$ cat src/rtl/cfu_cmd_sequencer_if.sv
// cfu_cmd_sequencer_if
//   CFU command/response handshake bundle.
//   master : the command initiator (drives cmd_*, rsp_ready)
//   slave  : the CFU (drives cmd_ready, rsp_valid, rsp_payload_outputs_0)
interface cfu_cmd_sequencer_if;
  logic        cmd_valid;
  logic        cmd_ready;
  logic [9:0]  cmd_payload_function_id;
  logic [31:0] cmd_payload_inputs_0;
  logic [31:0] cmd_payload_inputs_1;
  logic        rsp_valid;
  logic        rsp_ready;
  logic [31:0] rsp_payload_outputs_0;

  modport master (
    output cmd_valid, cmd_payload_function_id, cmd_payload_inputs_0, cmd_payload_inputs_1,
    input  cmd_ready,
    input  rsp_valid, rsp_payload_outputs_0,
    output rsp_ready
  );

  modport slave (
    input  cmd_valid, cmd_payload_function_id, cmd_payload_inputs_0, cmd_payload_inputs_1,
    output cmd_ready,
    output rsp_valid, rsp_payload_outputs_0,
    input  rsp_ready
  );
endinterface

$ cat src/rtl/cfu_cmd_sequencer.sv
// cfu_cmd_sequencer
//   Runs a job of job_count CFU commands sharing one function_id. Operand
//   pairs come from an internal FIFO filled by the op_* push port; at most
//   one command is outstanding, and each CFU response is forwarded on the
//   res_* stream with res_last marking the final one of the job.
// Ports
//   clk, reset         clock, synchronous active-high reset
//   job_*              job request (accepted only in IDLE)
//   op_*               operand push port, op_ready = FIFO not full
//   cfu                CFU command/response bundle (master side)
//   res_*              result stream, held until res_ready
//   busy, done         not-IDLE flag, one-cycle completion pulse
module cfu_cmd_sequencer #(
  parameter int FIFO_DEPTH = 4,
  parameter int COUNT_W    = 8
) (
  input  logic               clk,
  input  logic               reset,
  input  logic               job_valid,
  output logic               job_ready,
  input  logic [9:0]         job_function_id,
  input  logic [COUNT_W-1:0] job_count,
  input  logic               op_valid,
  output logic               op_ready,
  input  logic [31:0]        op_input_0,
  input  logic [31:0]        op_input_1,
  cfu_cmd_sequencer_if.master cfu,
  output logic               res_valid,
  input  logic               res_ready,
  output logic [31:0]        res_data,
  output logic               res_last,
  output logic               busy,
  output logic               done
);
  localparam int AW = $clog2(FIFO_DEPTH);
  localparam logic [AW:0] OCC_FULL = (AW+1)'(FIFO_DEPTH);

  typedef struct packed {
    logic [31:0] in1;
    logic [31:0] in0;
  } op_pair_t;

  typedef enum logic [1:0] {IDLE, ISSUE, WAIT_RSP} state_t;

  state_t             state;
  op_pair_t           mem [FIFO_DEPTH];
  logic [AW-1:0]      wr_ptr, rd_ptr;
  logic [AW:0]        occ;
  logic [9:0]         fid_q;
  logic [COUNT_W-1:0] remaining;
  logic               push, pop, cmd_fire, rsp_fire;
  op_pair_t           head;

  // ---------------- operand FIFO (state independent) ----------------
  assign op_ready = (occ != OCC_FULL);
  assign push     = op_valid & op_ready;
  assign pop      = cmd_fire;
  assign head     = mem[rd_ptr];

  always_ff @(posedge clk) begin
    if (push) mem[wr_ptr] <= '{in1: op_input_1, in0: op_input_0};
  end

  // Pointers wrap naturally because FIFO_DEPTH is a power of two.
  always_ff @(posedge clk) begin
    if (reset) begin
      wr_ptr <= '0;
      rd_ptr <= '0;
      occ    <= '0;
    end else begin
      if (push) wr_ptr <= wr_ptr + AW'(1);
      if (pop)  rd_ptr <= rd_ptr + AW'(1);
      case ({push, pop})
        2'b10:   occ <= occ + (AW+1)'(1);
        2'b01:   occ <= occ - (AW+1)'(1);
        default: occ <= occ;
      endcase
    end
  end

  // ---------------- CFU side ----------------
  assign cfu.cmd_valid               = (state == ISSUE) && (occ != '0);
  assign cfu.cmd_payload_function_id = fid_q;
  assign cfu.cmd_payload_inputs_0    = head.in0;
  assign cfu.cmd_payload_inputs_1    = head.in1;

  // IDLE swallows stale responses left over from a reset mid-job.
  always_comb begin
    cfu.rsp_ready = 1'b0;
    case (state)
      IDLE:     cfu.rsp_ready = 1'b1;
      WAIT_RSP: cfu.rsp_ready = ~res_valid | res_ready;
      default:  cfu.rsp_ready = 1'b0;
    endcase
  end

  assign cmd_fire  = cfu.cmd_valid & cfu.cmd_ready;
  assign rsp_fire  = (state == WAIT_RSP) & cfu.rsp_valid & cfu.rsp_ready;
  assign job_ready = (state == IDLE);
  assign busy      = (state != IDLE);

  // ---------------- sequencer FSM ----------------
  always_ff @(posedge clk) begin
    if (reset) begin
      state     <= IDLE;
      fid_q     <= '0;
      remaining <= '0;
      res_valid <= 1'b0;
      res_data  <= '0;
      res_last  <= 1'b0;
      done      <= 1'b0;
    end else begin
      done <= 1'b0;
      // A capture below in the same cycle overrides this drop (back-to-back).
      if (res_valid && res_ready) res_valid <= 1'b0;
      case (state)
        IDLE: begin
          if (job_valid) begin
            fid_q     <= job_function_id;
            remaining <= job_count;
            if (job_count == '0) done  <= 1'b1;
            else                 state <= ISSUE;
          end
        end
        ISSUE: begin
          if (cmd_fire) begin
            if (remaining != '0) remaining <= remaining - COUNT_W'(1);
            state <= WAIT_RSP;
          end
        end
        WAIT_RSP: begin
          if (rsp_fire) begin
            res_valid <= 1'b1;
            res_data  <= cfu.rsp_payload_outputs_0;
            res_last  <= (remaining == '0);
            if (remaining == '0) begin
              state <= IDLE;
              done  <= 1'b1;
            end else begin
              state <= ISSUE;
            end
          end
        end
        default: state <= IDLE;
      endcase
    end
  end
endmodule

$ cat src/flat_wrapper.sv
// flat-port wrapper written by rule: the top's interface ports become plain ports
module cfu_cmd_sequencer_flat 
#(
  parameter int FIFO_DEPTH = 4,
  parameter int COUNT_W    = 8
)
  (clk, reset, job_valid, job_ready, job_function_id, job_count, op_valid, op_ready, op_input_0, op_input_1, res_valid, res_ready, res_data, res_last, busy, done, cfu_cmd_valid, cfu_cmd_payload_function_id, cfu_cmd_payload_inputs_0, cfu_cmd_payload_inputs_1, cfu_cmd_ready, cfu_rsp_valid, cfu_rsp_payload_outputs_0, cfu_rsp_ready);
  cfu_cmd_sequencer_if cfu_i ();
  input  logic clk;
  input  logic reset;
  input  logic job_valid;
  output logic job_ready;
  input  logic [9:0] job_function_id;
  input  logic [COUNT_W-1:0] job_count;
  input  logic op_valid;
  output logic op_ready;
  input  logic [31:0] op_input_0;
  input  logic [31:0] op_input_1;
  output logic res_valid;
  input  logic res_ready;
  output logic [31:0] res_data;
  output logic res_last;
  output logic busy;
  output logic done;
  output wire logic [$bits(cfu_i.cmd_valid)-1:0] cfu_cmd_valid;
  output wire logic [$bits(cfu_i.cmd_payload_function_id)-1:0] cfu_cmd_payload_function_id;
  output wire logic [$bits(cfu_i.cmd_payload_inputs_0)-1:0] cfu_cmd_payload_inputs_0;
  output wire logic [$bits(cfu_i.cmd_payload_inputs_1)-1:0] cfu_cmd_payload_inputs_1;
  input wire logic [$bits(cfu_i.cmd_ready)-1:0] cfu_cmd_ready;
  input wire logic [$bits(cfu_i.rsp_valid)-1:0] cfu_rsp_valid;
  input wire logic [$bits(cfu_i.rsp_payload_outputs_0)-1:0] cfu_rsp_payload_outputs_0;
  output wire logic [$bits(cfu_i.rsp_ready)-1:0] cfu_rsp_ready;
  assign cfu_cmd_valid = cfu_i.cmd_valid;
  assign cfu_cmd_payload_function_id = cfu_i.cmd_payload_function_id;
  assign cfu_cmd_payload_inputs_0 = cfu_i.cmd_payload_inputs_0;
  assign cfu_cmd_payload_inputs_1 = cfu_i.cmd_payload_inputs_1;
  assign cfu_i.cmd_ready = cfu_cmd_ready;
  assign cfu_i.rsp_valid = cfu_rsp_valid;
  assign cfu_i.rsp_payload_outputs_0 = cfu_rsp_payload_outputs_0;
  assign cfu_rsp_ready = cfu_i.rsp_ready;
  cfu_cmd_sequencer #(.FIFO_DEPTH(FIFO_DEPTH), .COUNT_W(COUNT_W)) u_core (.clk(clk), .reset(reset), .job_valid(job_valid), .job_ready(job_ready), .job_function_id(job_function_id), .job_count(job_count), .op_valid(op_valid), .op_ready(op_ready), .op_input_0(op_input_0), .op_input_1(op_input_1), .cfu(cfu_i), .res_valid(res_valid), .res_ready(res_ready), .res_data(res_data), .res_last(res_last), .busy(busy), .done(done));
endmodule
$ cat config.mk
export PLATFORM = sky130hd
export DESIGN_NAME = cfu_cmd_sequencer_flat
export DESIGN_NICKNAME = d
export VERILOG_FILES = /design/src/rtl/cfu_cmd_sequencer_if.sv /design/src/rtl/cfu_cmd_sequencer.sv /design/src/flat_wrapper.sv
export SDC_FILE = /design/constraint.sdc
export NUM_CORES = 1
export LEC_CHECK = 0
export ABC_AREA = 1
export ABC_CLOCK_PERIOD_IN_PS = 5790
export CORE_AREA = 3 3 205 207
export CTS_CLUSTER_DIAMETER = 50
export DETAILED_ROUTE_END_ITERATION = 16
export DIE_AREA = 0 0 208 210
export MAX_ROUTING_LAYER = met4
export SETUP_SLACK_MARGIN = 0.1
export SLEW_MARGIN = 10
export SYNTH_ARGS = -nofsm -noshare
export SYNTH_HDL_FRONTEND = slang
export SYNTH_SLANG_ARGS = --single-unit
$ cat constraint.sdc
create_clock -name clk -period 5.79 [get_ports clk]
set_clock_uncertainty 0.15 [all_clocks]
set_input_delay 1.737 -clock clk [delete_from_list [all_inputs] [get_ports clk]]
set_output_delay 1.737 -clock clk [all_outputs]
set_load 0.01 [all_outputs]
Yosys cells after proc, flatten, opt, wreduce, memory -nomap -nowiden
Memory sizes are Yosys's and may differ from the RTL's. A register that Yosys moved wholly into a read port is not among the register bits.
Cells that the tools add are included.

storage, ports and cells
  memories = 1
  bits in registers = 62
  bits in writable memories = 256
  logic and storage cells = 70
  input bits = 121

memory list
  memory      depth  bits a word  read ports  clocked after Yosys merged registers in  wr ports  line                     text
  u_core.mem  4      64           1           1                                        1         cfu_cmd_sequencer.sv:46  op_pair_t mem [FIFO_DEPTH];

operators by class
  reductions and logical operators = 14
  multiplexer cells = 24
  equality and inequality tests = 10
  bitwise logic cells = 6
  $add $sub $neg = 5

operators by type and width
  operator                                                                  number
  8-bit two-way mux                                                         3
  8-bit zero test                                                           2
  8-bit case mux with 2 select lines                                        1
  2-bit two-way mux                                                         6
  1-bit two-way mux                                                         10
  4-bit AND reduction                                                       2
  8-bit nonzero test                                                        1
  8-bit by 1-bit subtractor with 8-bit output (second input constant)       1
  2-bit inequality test (second input constant)                             3
  2-bit case mux with 3 select lines                                        1
  3-bit case mux with 2 select lines                                        1
  2-bit nonzero test                                                        3
  2-bit by 1-bit adder with 2-bit output (second input constant)            2
  1-bit bitwise AND                                                         4
  2-bit by 1-bit == test with 1-bit output (second input constant)          2
  2-bit == test (second input constant)                                     2
  2-bit by 1-bit inequality test with 1-bit output (second input constant)  2
  1-bit case mux with 2 select lines                                        2
  2-bit AND reduction                                                       2
  3-bit by 1-bit adder with 3-bit output (second input constant)            1
  3-bit inequality test (second input constant)                             1
  3-bit nonzero test                                                        1
  3-bit by 1-bit subtractor with 3-bit output (second input constant)       1
  1-bit logical AND                                                         2
  3 further kinds                                                           3

Depth between registers and ports, before layout
  depth after elaboration = 6
  gate-level depth with buffers = 11
  depth with buffers taken out = 11

Worst setup path before layout
No wires, ideal clock.

  path kind = input -> register
  start point = input op_valid
  end point = memory u_core.mem[0][0] (netlist bit) (enable)
  arrival = 4.587 ns
  buffers on the path = 0
  stages on the path = 2
  path slack = 0.566 ns
  data required time = 5.153 ns
  library setup time = 0.487 ns
  cell sequence = nand2_1 -> nor2_1

on the way
  cells in the longest elaborated chain, start to end = 3

ends and longest elaborated chain
  what                                     line                     text
  from (decl)                              flat_wrapper.sv:15       input logic op_valid;
  1-bit bitwise AND                        cfu_cmd_sequencer.sv:56  assign push = op_valid & op_ready;
  1-bit two-way mux                        cfu_cmd_sequencer.sv:61  if (push) mem[wr_ptr] <= '{in1: op_input_1, in0: op_input_0};
  1-bit two-way mux (implied by the code)  cfu_cmd_sequencer.sv:61
  to (decl)                                cfu_cmd_sequencer.sv:46

No other way between the ends.

==> load_flow_metrics.sql <==
INSERT INTO impl_metrics (metric_group, metric, value, unit) VALUES
('status', 'status', 'finished clean', ''),
('drt', 'met3WireLength', '2610', 'µm'),
('cells_and_area', 'fillerInstances', '3846', ''),
('min_path', 'worstHoldPathType', 'reg2reg', ''),
('critical_path', 'cp_data_arrival_time', '3.09', 'ns'),
('cts', 'clock_tree_from_tritoncts', 'done', ''),
('yosys', 'yosysSeqAreaShare', '74.2', '%'),
('cells_and_area', 'post-route-cell-area', '16300', 'µm²'),
('global_route', 'grt_start_max_net_pins', '70', ''),
('cells_and_area', 'area_delta_synth_final', '34.8', '%'),
('timing', 'period_share', '86.0', '%'),
('timing', 'setup_tns', '0', 'ns'),
('power_and_ir_drop', 'power.density', '357', 'nW/µm²'),
('die', 'chipHeight', '210', 'µm'),
('cells_and_area', 'multiInputGateArea', '2780', 'µm²'),
('place', 'sum_of_net_half_perimeters_after_detailed_placement', '17800', 'µm'),
('cells_and_area', 'final-seq-area', '8970', 'µm²'),
('timing', 'final-setup-viol-count', '0', ''),
('timing', 'slew_viol_final', '0', ''),
('yosys', 'synthCells', '994', ''),
('flow_run', 'drv.max_cap_violation_count', '0', ''),
('critical_path', 'timing.critical_path.to_type', 'output pin', ''),
('cts', 'cts_max_path_buffers', '3', ''),
('die', 'start_util', '29.8', '%'),
('cts', 'post_cts.repair.setup_buffers', '0', ''),
('yosys', 'post_synth_instance_area', '12100', 'µm²'),
('critical_path', 'rr_startpoint', 'u_core.state[0]', ''),
('cells_and_area', 'finalNetCount', '1352', ''),
('yosys', 'postSynthNetCount', '1122', ''),
('drt', 'highest_layer', 'met4', ''),
('place', 'placed_area', '15000', 'µm²'),
('die', 'die_w', '208', 'µm'),
('power_and_ir_drop', 'switchingPower', '0.00141', 'W'),
('timing', 'timing_hold_violations_final', '0', ''),
('critical_path', 'worstSetupStartpointType', 'flip-flop', ''),
('drt', 'avg_wl_per_cell', '16.9', 'µm'),
('power_and_ir_drop', 'lkg_pwr', '5.56', 'nW'),
('cts', 'tritoncts.num_buffers', '38', ''),
('drt', 'totalWireLength', '30300', 'µm'),
('global_route', 'initial_antenna_violation_count', '5', ''),
('yosys', 'async_reset_ff_share', '0', '%'),
('die', 'num_rows', '74', ''),
('drt', 'first_pass_iters', '4', ''),
('place', 'routabilityCongestion', '0.801', ''),
('drt', 'route.antenna.remaining_nets', '0', ''),
('die', 'ioPinCount', '235', ''),
('yosys', 'avgSynthCellArea', '12.2', 'µm²'),
('cts', 'clock_pin_slew_worst_setup_and_hold_paths', '0.06', 'ns'),
('cts', 'clk_latency', '0.53', 'ns'),
('power_and_ir_drop', 'worst_vdd_drop', '212', 'µV'),
('cells_and_area', 'final_layout_size_suffix_gt1_share', '7.18', '%'),
('timing', 'period_minus_slack', '4.98', 'ns'),
('power_and_ir_drop', 'internal_power', '0.00441', 'W'),
('drt', 'route.met2.wl', '14300', 'µm'),
('global_route', 'grt_pass1_vias', '8288', ''),
('timing', 'timing_worst_slew_pin_value', '0.886', 'ns'),
('drt', 'drc_viols', '0', ''),
('drt', 'dr.first_iter.drc_count', '440', ''),
('place', 'io_buffer_count', '234', ''),
('power_and_ir_drop', 'pwr-share-clk', '40.2', '%'),
('power_and_ir_drop', 'power.combinational.fraction', '13.7', '%'),
('critical_path', 'critPathKind', 'reg2out', ''),
('yosys', 'synthesis.yosys.warnings', '0', ''),
('cts', 'htree_num_levels', '2', ''),
('global_route', 'wire_length_of_the_first_global_routing_pass', '46300', 'µm'),
('timing', 'rsz0062_at_grt', 'false', ''),
('drt', 'wirelength_met1', '12700', 'µm'),
('drt', 'viasPerCell', '4.64', ''),
('power_and_ir_drop', 'switching_share', '24.3', '%'),
('yosys', 'number_of_enable_type_register_cells_in_the_synthesized_netlist', '256', ''),
('power_and_ir_drop', 'power.sequential.fraction', '46.1', '%');
## synth_stat cells (2+ instances only)
library cell / n / share of area [%]
sky130_fd_sc_hd__dfxtp_1: 64 / 11
sky130_fd_sc_hd__inv_1: 27 / 0.84
sky130_fd_sc_hd__a31oi_1: 2 / 0.10
sky130_fd_sc_hd__nand2_1: 43 / 1.3
sky130_fd_sc_hd__nand3_2: 2 / 0.17
sky130_fd_sc_hd__a21oi_1: 18 / 0.74
sky130_fd_sc_hd__o22ai_1: 65 / 3.4
sky130_fd_sc_hd__o21ai_0: 182 / 7.5
sky130_fd_sc_hd__ha_1: 6 / 0.62
sky130_fd_sc_hd__nand2_2: 2 / 0.10
sky130_fd_sc_hd__nand3_1: 7 / 0.29
sky130_fd_sc_hd__o21ai_1: 3 / 0.12
sky130_fd_sc_hd__buf_2: 18 / 0.74
sky130_fd_sc_hd__edfxtp_1: 256 / 64
sky130_fd_sc_hd__clkbuf_2: 2 / 0.083
sky130_fd_sc_hd__inv_2: 5 / 0.16
sky130_fd_sc_hd__nor2_1: 246 / 7.6
sky130_fd_sc_hd__buf_4: 4 / 0.25
sky130_fd_sc_hd__clkbuf_1: 32 / 0.99
## final timing paths
kind,end,slack [ns],cells past startpoint
worst max-delay path,cfu_cmd_payload_inputs_0[20],0.81,4
worst min-delay path,u_core.res_last,0.32,2
worst min register to register,u_core.res_last,0.32,2
worst max register to register,u_core.occ[2],3.25,11
## metal layers
| layer | vias to the layer above | track usage (%) |
|---|---|---|
| met3 | 55 | 4.64 |
| met2 | 274 | 22.8 |
| met5 | - | - |
| met4 | 0 | 4.30 |
| met1 | 3939 | 16.4 |
| li1 | 4032 | - |
## stage by stage
| step | utilization, % | std cells | worst slack, ns | total power, W | hold WS [ns] |
|---|---|---|---|---|---|
| global placement | 37.1 | 1716 | 0.912 | 0.00353 | 0.304 |
| finish | 40.2 | 1790 | 0.808 | 0.00582 | 0.320 |
| floorplan | - | 994 | 0.566 | 0.00312 | 0.294 |
| detailed placement | 37.1 | 1716 | 0.942 | 0.00354 | 0.310 |
| global route | 40.2 | 1790 | 0.510 | 0.00609 | 0.345 |
| CTS | 40.2 | 1785 | 0.664 | 0.00592 | 0.322 |
## cell families after synthesis
logic type,after synthesis,synth area share [%]
fa+ha+maj,7,0.786
buf+inv,89,3.11
flops,320,74.2
simple gates,304,9.82
compound gates,274,12.1
## layout make-up
| type | count | share of cell area, % |
|---|---|---|
| antenna | 5 | 0.0768 |
| clock buffer | 47 | 6.17 |
| clock inverter | 22 | 1.46 |
| inverter | 33 | 0.791 |
| multi-input combinational | 585 | 17.1 |
| sequential | 320 | 55.1 |
| tap | 532 | 4.08 |
| timing repair buffer | 246 | 15.3 |
## state kept, by name, indices dropped and copies added (netlist names), named ones only
name / cells
u_core.done: 1
u_core.res_last: 1
u_core.remaining: 8
u_core.state: 2
u_core.res_data: 32
u_core.res_valid: 1
u_core.wr_ptr: 2
u_core.occ: 3
u_core.cfu.cmd_payload_function_id: 10
u_core.rd_ptr: 2
u_core.mem: 256
## cells in the final DEF (no fill, tap or decap), types with 18 or more instances in the layout
cell                              Yosys  final
sky130_fd_sc_hd__dfxtp_1             64     62
sky130_fd_sc_hd__clkbuf_16            0     39
sky130_fd_sc_hd__nor2_1             246    242
sky130_fd_sc_hd__inv_1               27     27
sky130_fd_sc_hd__o22ai_1             65     65
sky130_fd_sc_hd__a21oi_1             18     18
sky130_fd_sc_hd__nand2_1             43     43
sky130_fd_sc_hd__o21ai_0            182    182
sky130_fd_sc_hd__clkdlybuf4s50_1      0    234
sky130_fd_sc_hd__edfxtp_1           256    256
## power groups by stage
stage          Combinational (W)  Clock (W)  Sequential (W)
2_1_floorplan           0.000395          0         0.00272
3_3_place_gp            0.000799          0         0.00273
3_5_place_dp            0.000807          0         0.00273
4_1_cts                 0.000811    0.00242         0.00269
5_1_grt                 0.000884    0.00251         0.00270
6_report                0.000797    0.00234         0.00269
## worst max-delay path, cell delays in order, from the launching register on
cell                              delay (ns)
sky130_fd_sc_hd__dfxtp_4                0.83
sky130_fd_sc_hd__buf_4                  0.64
sky130_fd_sc_hd__o21ai_0                0.19
sky130_fd_sc_hd__o22ai_1                0.24
sky130_fd_sc_hd__clkdlybuf4s50_1        0.64
No activity file was read; power rests on OpenSTA's default activity.
